<file path="config.mk">
export PLATFORM = sky130hd
export DESIGN_NAME = audio_sched
export DESIGN_NICKNAME = d
export VERILOG_FILES = /design/src/rtl/audio_sched.sv
export SDC_FILE = /design/constraint.sdc
export NUM_CORES = 1
export LEC_CHECK = 0
export BUFFER_PORTS_ARGS = -buffer_cell sky130_fd_sc_hd__buf_2
export CORE_MARGIN = 5
export CORE_UTILIZATION = 50
export DETAILED_ROUTE_END_ITERATION = 10
export GPL_ROUTABILITY_DRIVEN = 0
export PLACE_DENSITY = 0.88
export SLEW_MARGIN = 20
export SYNTH_ARGS = -nofsm -noshare
export SYNTH_HDL_FRONTEND = slang
export SYNTH_SLANG_ARGS = --single-unit
</file>
<file path="constraint.sdc">
create_clock -name clk -period 2.1 [get_ports clk]
set_input_delay 0.315 -clock clk [delete_from_list [all_inputs] [get_ports clk]]
set_output_delay 0.315 -clock clk [all_outputs]
set_load 0.03 [all_outputs]
</file>
<file path="src/rtl/audio_sched.sv">
// Clk-domain sequencer for the guitar-filter sample path: ADC capture, IIR history,
// settle window for the combinational diffEq, and PWM duty handoff.
module audio_sched #(
  parameter int unsigned N          = 10,
  parameter int unsigned SETTLE_CYC = 4,
  parameter int unsigned OVR_W      = 8
) (
  input  logic           clk,
  input  logic           reset_n,
  input  logic           audio_valid,
  input  logic [N-1:0]   audio_adc,
  input  logic           pot_valid,
  input  logic [2*N-1:0] pot_adc,
  input  logic           filt_type_in,
  input  logic [N-1:0]   iir_out,
  input  logic           pwm_ready,
  output logic [N-1:0]   x_cur,
  output logic [N-1:0]   x_prev,
  output logic [N-1:0]   y_prev,
  output logic           filt_type,
  output logic [N-1:0]   freq_adc,
  output logic [N-1:0]   duty_val,
  output logic           busy,
  output logic           sample_done,
  output logic [OVR_W-1:0] overrun_cnt
);

  localparam int unsigned CNT_W = (SETTLE_CYC > 1) ? $clog2(SETTLE_CYC) : 1;
  localparam logic [N-1:0] MID = {1'b1, {(N-1){1'b0}}};

  typedef enum logic [1:0] {IDLE, SETTLE, CAPTURE} state_t;

  state_t           state, state_nxt;
  logic [CNT_W-1:0] cnt;
  logic             av_q, pv_q, pr_q;
  logic             audio_edge, pot_edge, pwm_edge;
  logic             pending, out_new, accept;
  logic [N-1:0]     pend_word, out_reg, sample;

  assign audio_edge = audio_valid & ~av_q;
  assign pot_edge   = pot_valid & ~pv_q;
  assign pwm_edge   = pwm_ready & ~pr_q;
  assign accept     = (state == IDLE) && (pending || audio_edge);
  assign sample     = pending ? pend_word : audio_adc;

  always_ff @(posedge clk) begin
    if (!reset_n) state <= IDLE;
    else          state <= state_nxt;
  end

  always_comb begin
    state_nxt = state;
    case (state)
      IDLE:    if (accept) state_nxt = SETTLE;
      SETTLE:  if (cnt == '0) state_nxt = CAPTURE;
      CAPTURE: state_nxt = IDLE;
      default: state_nxt = IDLE;
    endcase
  end

  always_comb begin
    busy        = (state != IDLE);
    sample_done = (state == CAPTURE);
  end

  always_ff @(posedge clk) begin
    if (!reset_n) begin
      av_q        <= 1'b1;
      pv_q        <= 1'b1;
      pr_q        <= 1'b1;
      x_cur       <= MID;
      x_prev      <= MID;
      y_prev      <= MID;
      duty_val    <= MID;
      out_reg     <= MID;
      filt_type   <= 1'b0;
      freq_adc    <= '0;
      overrun_cnt <= '0;
      pending     <= 1'b0;
      pend_word   <= '0;
      out_new     <= 1'b0;
      cnt         <= '0;
    end else begin
      av_q <= audio_valid;
      pv_q <= pot_valid;
      pr_q <= pwm_ready;

      case (state)
        IDLE: begin
          if (accept) begin
            x_cur <= sample;
            cnt   <= CNT_W'(SETTLE_CYC - 1);
            if (filt_type_in == filt_type) begin
              x_prev <= x_cur;
            end else begin
              filt_type <= filt_type_in;
              x_prev    <= MID;
              y_prev    <= MID;
            end
          end
          // A fresh edge while the pending word is consumed refills pending directly.
          if (pending) begin
            if (audio_edge) pend_word <= audio_adc;
            else            pending   <= 1'b0;
          end
        end
        SETTLE: if (cnt != '0) cnt <= cnt - CNT_W'(1);
        CAPTURE: begin
          out_reg <= iir_out;
          y_prev  <= iir_out;
        end
        default: ;
      endcase

      if ((state != IDLE) && audio_edge) begin
        pend_word <= audio_adc;
        pending   <= 1'b1;
        if (pending && (overrun_cnt != '1)) overrun_cnt <= overrun_cnt + OVR_W'(1);
      end

      // CAPTURE's out_new set is placed last so it wins over a coincident handoff.
      if (pwm_edge && out_new) begin
        duty_val <= out_reg;
        out_new  <= 1'b0;
      end
      if (state == CAPTURE) out_new <= 1'b1;

      if (pot_edge) freq_adc <= filt_type ? pot_adc[2*N-1:N] : pot_adc[N-1:0];
    end
  end

endmodule

</file>
After elaboration in Yosys (flattened, before gate mapping)
Cells that the tools add are included.
- bits in registers: 88
- output and inout bits: 61
- logic and storage cells: 77
- $add $sub $neg: 2
- eq/ne operators: 8
- mux-type cells: 22
- bitwise gates (word level): 7
- reduce and logical (&&, ||, !) cells: 22
- operators by type and width (operator ; number):
    2-to-1 mux 10 bit ; 9
    case mux 10 bit (2 select lines) ; 1
    nonzero test 2 bit ; 8
    AND reduction 3 bit ; 4
    adder 8 x 1 -> 8 bit (second input constant) ; 1
    2-to-1 mux 2 bit ; 4
    inequality test 2 bit (second input constant) ; 4
    inequality test 8 bit (second input constant) ; 1
    case mux 2 bit (2 select lines) ; 2
    2-to-1 mux 1 bit ; 6
    AND reduction 2 bit ; 3
    logical AND 1 bit ; 4
    zero test 2 bit ; 2
    inverter 1 bit ; 4
    bitwise AND 1 bit ; 3
    == test 2 x 1 -> 1 bit (second input constant) ; 1
    == test 2 bit (second input constant) ; 1
    subtractor 2 x 1 -> 2 bit (second input constant) ; 1
    == test 1 bit ; 1
    logical OR 1 bit ; 1

Depth between registers and ports, before layout
- depth after elaboration: 6
- gate-level depth with buffers: 6
- gate-level depth less buffers: 5

Worst setup path before layout
Ideal clock, no wire load.
- kind: flip-flop to flip-flop
- start point: register overrun_cnt[0]
- end point: register overrun_cnt[1]
- setup time: 0.128 ns
- arrival time: 1.525 ns
- data required time: 1.972 ns
- path slack: 0.447 ns
- stages on the path, launching flop included: 7
- buffers on the path: 1
- clock period less this slack: 1.653 ns
- cell sequence: dfxtp_1 > ha_1 > nand3_1 > o2111ai_4 > buf_6 > mux2i_1 > nor2_1
- longest elaborated chain between the ends: 3
- RTL lines (element ; RTL line ; text):
    start: declaration ; 25 ; output logic [OVR_W-1:0] overrun_cnt
    start signal: assignment ; 118 ; if (pending && (overrun_cnt != '1)) overrun_cnt <= overrun_cnt + OVR_W'(1);
    parallel branches: the longest is 3 deep, another holds adder 8 x 1 -> 8 bit ; -- ;
Several ways; the timed one is not identified.
A chain may end at the register's enable or synchronous reset.

Final worst setup path
- start point: register overrun_cnt[0]
- end point: register overrun_cnt[7]
The elaborated chain is that of the path after synthesis.

==> flow_summary.json <==
{
  "status": "finished clean",
  "worstSetupEndpointType": "register",
  "finalSetupViolations": 0,
  "final-hold-violation-count": 0,
  "synthToLayoutAreaGrowth_pct": 24.4,
  "core-area_mm2": 0.00668,
  "syn_area_mm2": 0.00339,
  "ant_nets": 0,
  "start_util_pct": 50.7,
  "worstPathCellList": "ha_1 -> nand3_1 -> o2111ai_4 -> or4_1 -> a21oi_1",
  "synth_commonest_cells": "dfxtp_1, nor2_1, mux2i_1, nand2_1, a21oi_1",
  "overflow": 0,
  "ys_types": 38,
  "hold_end": "pv_q",
  "cts_tree": "built",
  "synth_top_area_cell": "dfxtp_1",
  "power_density_mw_per_mm2": 811,
  "rrSetupSlack_ns": 0.37,
  "slew_headroom_pct": 47.8,
  "dp_hpwl_mm": 5.64,
  "r2r_end": "overrun_cnt[7]",
  "root_buffer": "clkbuf_8",
  "grt_pass1_wl_mm": 12.9,
  "drc": 0,
  "clk_latency_ns": 0.35,
  "die_area_mm2": 0.00852,
  "viasPerCell": 5.41,
  "critPathRequiredTime_ns": 2.38,
  "place_area_mm2": 0.00397,
  "design_area_mm2": 0.00421,
  "final_nets": 505,
  "synth_area_per_cell_um2": 9.54,
  "seq_area_frac_synth_pct": 52.0,
  "synth_seq_cells": 88,
  "htreeDepth": 3,
  "finClkSkew_ns": 0.00938,
  "maxCapViolCount": 0,
  "rsz0062_at_grt": "false",
  "wirelength_mm": 7.85,
  "syn_inst": 355,
  "use_met3_pct": 4.39,
  "cts_resized": 0,
  "drt_iter0_markers": 132,
  "numCtsBuffers": 9,
  "path_clk_slew_ns": 0.09,
  "fmax_ghz": 0.577,
  "critPathBufInv": 0,
  "whs_path_depth": 2,
  "critPathKind": "register to register",
  "p_leak_nw": 1.80,
  "min_period_ns": 1.73,
  "drv_slew": 0,
  "dr_total_vias": 2933,
  "syn-num-nets": 403,
  "cp.arrival_ns": 2.01,
  "die_h_um": 92.3,
  "antennaDiodeCount": 0,
  "hold_start": "pot_valid",
  "power.total_mw": 3.42,
  "rows": 30,
  "grtUsageMet1_pct": 21.6,
  "clockBufferDepth": 2,
  "numClockSinks": 88,
  "ys.flop_type": "dfxtp_1",
  "async_flop_share_pct": 0,
  "yosysMostFrequentCell": "dfxtp_1",
  "postLayoutCoreUtil_pct": 63.1,
  "worstReg2RegStart": "overrun_cnt[0]",
  "io_pins": 107,
  "grt_max_degree": 52,
  "hold_buffers": 0,
  "post_drt_wl_per_cell_um": 14.5,
  "first_pass_iters": 5,
  "worstPathMaxFanout": 14,
  "grt_usage_pct": 18.5,
  "worst_pin_slew_ns": 0.781,
  "drive_above_1_share_pct": 29.0,
  "top_usage_layer": "met2",
  "synth_edf_count": 0,
  "synth_area_leaders": "dfxtp_1, mux2i_1, nor2_1",
  "grt_pass1_vias": 2846,
  "crit_family": "simple AND/OR/NAND/NOR gates",
  "antenna_found_initial": 0,
  "dieWidth_um": 92.3,
  "crit_path_top_delay_cell": "or4_1",
  "synth_top_area_share_pct": 52.0,
  "cts_setup_buffers": 0,
  "peakVddDrop_uv": 418,
  "fillers": 532,
  "fin_crit_sh_pct": 82.5,
  "use_met2_pct": 32.6,
  "hold_path_class": "primary input to register",
  "finalSetupTns_ns": 0,
  "portBuffers": 106,
  "reg2regPathDepth": 5,
  "yosysWarnings": 0,
  "critPathMaxStageDelay_ns": 0.54,
  "startpoint_type": "register"
}
[through the flow]
step / hold WS [ns] / instances / setup slack, ns
global route: 0.156 / 542 / 0.245
global placement: 0.437 / 526 / 0.467
CTS: 0.147 / 542 / 0.366
finish: 0.158 / 542 / 0.368
detailed placement: 0.443 / 526 / 0.390
floorplan: 0.408 / 355 / 0.447
[routing by layer]
layer  part of all wire, %  vias to the layer above  wire length (um)
met3                   4.6                       15               361
met1                    42                     1380              3300
met2                    51                       84              4040
met5                     0                        -                 0
met4                   2.0                        0               154
li1                      -                     1454                 -
[layout make-up]
class / instances / area (um^2) / area share [%]
clock buffer: 10 / 128 / 3.03
timing repair buffer: 115 / 598 / 14.2
sequential: 88 / 1760 / 41.8
clock inverter: 6 / 115 / 2.73
tap: 80 / 100 / 2.38
multi-input combinational: 233 / 1470 / 35.0
inverter: 10 / 37.5 / 0.891
[report_power, final]
part | leakage (nW) | total, mW | internal, mW | switching [mW]
sequential | 0.713 | 1.73 | 1.71 | 0.0236
combinational | 0.973 | 0.293 | 0.106 | 0.187
clock | 0.117 | 1.40 | 0.799 | 0.597
[cell families after synthesis]
kind of cell / after synthesis / share of synthesized area [%]
xor gates and xnor gates: 2 / 0.517
DFF: 88 / 52.0
AOI/OAI and AO/OA: 75 / 15.4
and+or+nand+nor: 113 / 14.7
adders and majority gates: 2 / 0.739
muxes: 41 / 12.1
buffers and inverters: 34 / 4.47
[worst max path at each step]
stage | startpoint | to | slack [ns] | cells after the start
3_5_place_dp | overrun_cnt[0] | overrun_cnt[7] | 0.39 | 5
3_3_place_gp | overrun_cnt[0] | overrun_cnt[7] | 0.47 | 5
4_1_cts | overrun_cnt[0] | overrun_cnt[7] | 0.37 | 5
5_1_grt | overrun_cnt[0] | overrun_cnt[7] | 0.24 | 5
2_1_floorplan | overrun_cnt[0] | overrun_cnt[1] | 0.45 | 6
6_report | overrun_cnt[0] | overrun_cnt[7] | 0.37 | 5
[placed cells by master (no fill, tap or decap), types with 3 or more instances in the layout]
cell type	n
buf_2	106
dfxtp_1	88
nor2_1	45
mux2i_1	41
nand2_1	36
a21oi_1	28
a211oi_1	20
nand3_1	13
a32o_1	9
clkbuf_8	9
buf_4	9
inv_1	8
o21ai_0	6
nand2b_1	4
o31ai_1	3
or4_1	3
or3_1	3
bufinv_16	3
[worst reg2reg max path: cells and delay by family (launching register included)]
| family | cells | cell delay [ns] |
|---|---|---|
| fa+ha+maj | 1 | 0.25 |
| simple gates | 2 | 0.68 |
| compound gates | 2 | 0.39 |
| flops | 1 | 0.35 |
(Power assumes the default switching activity.)
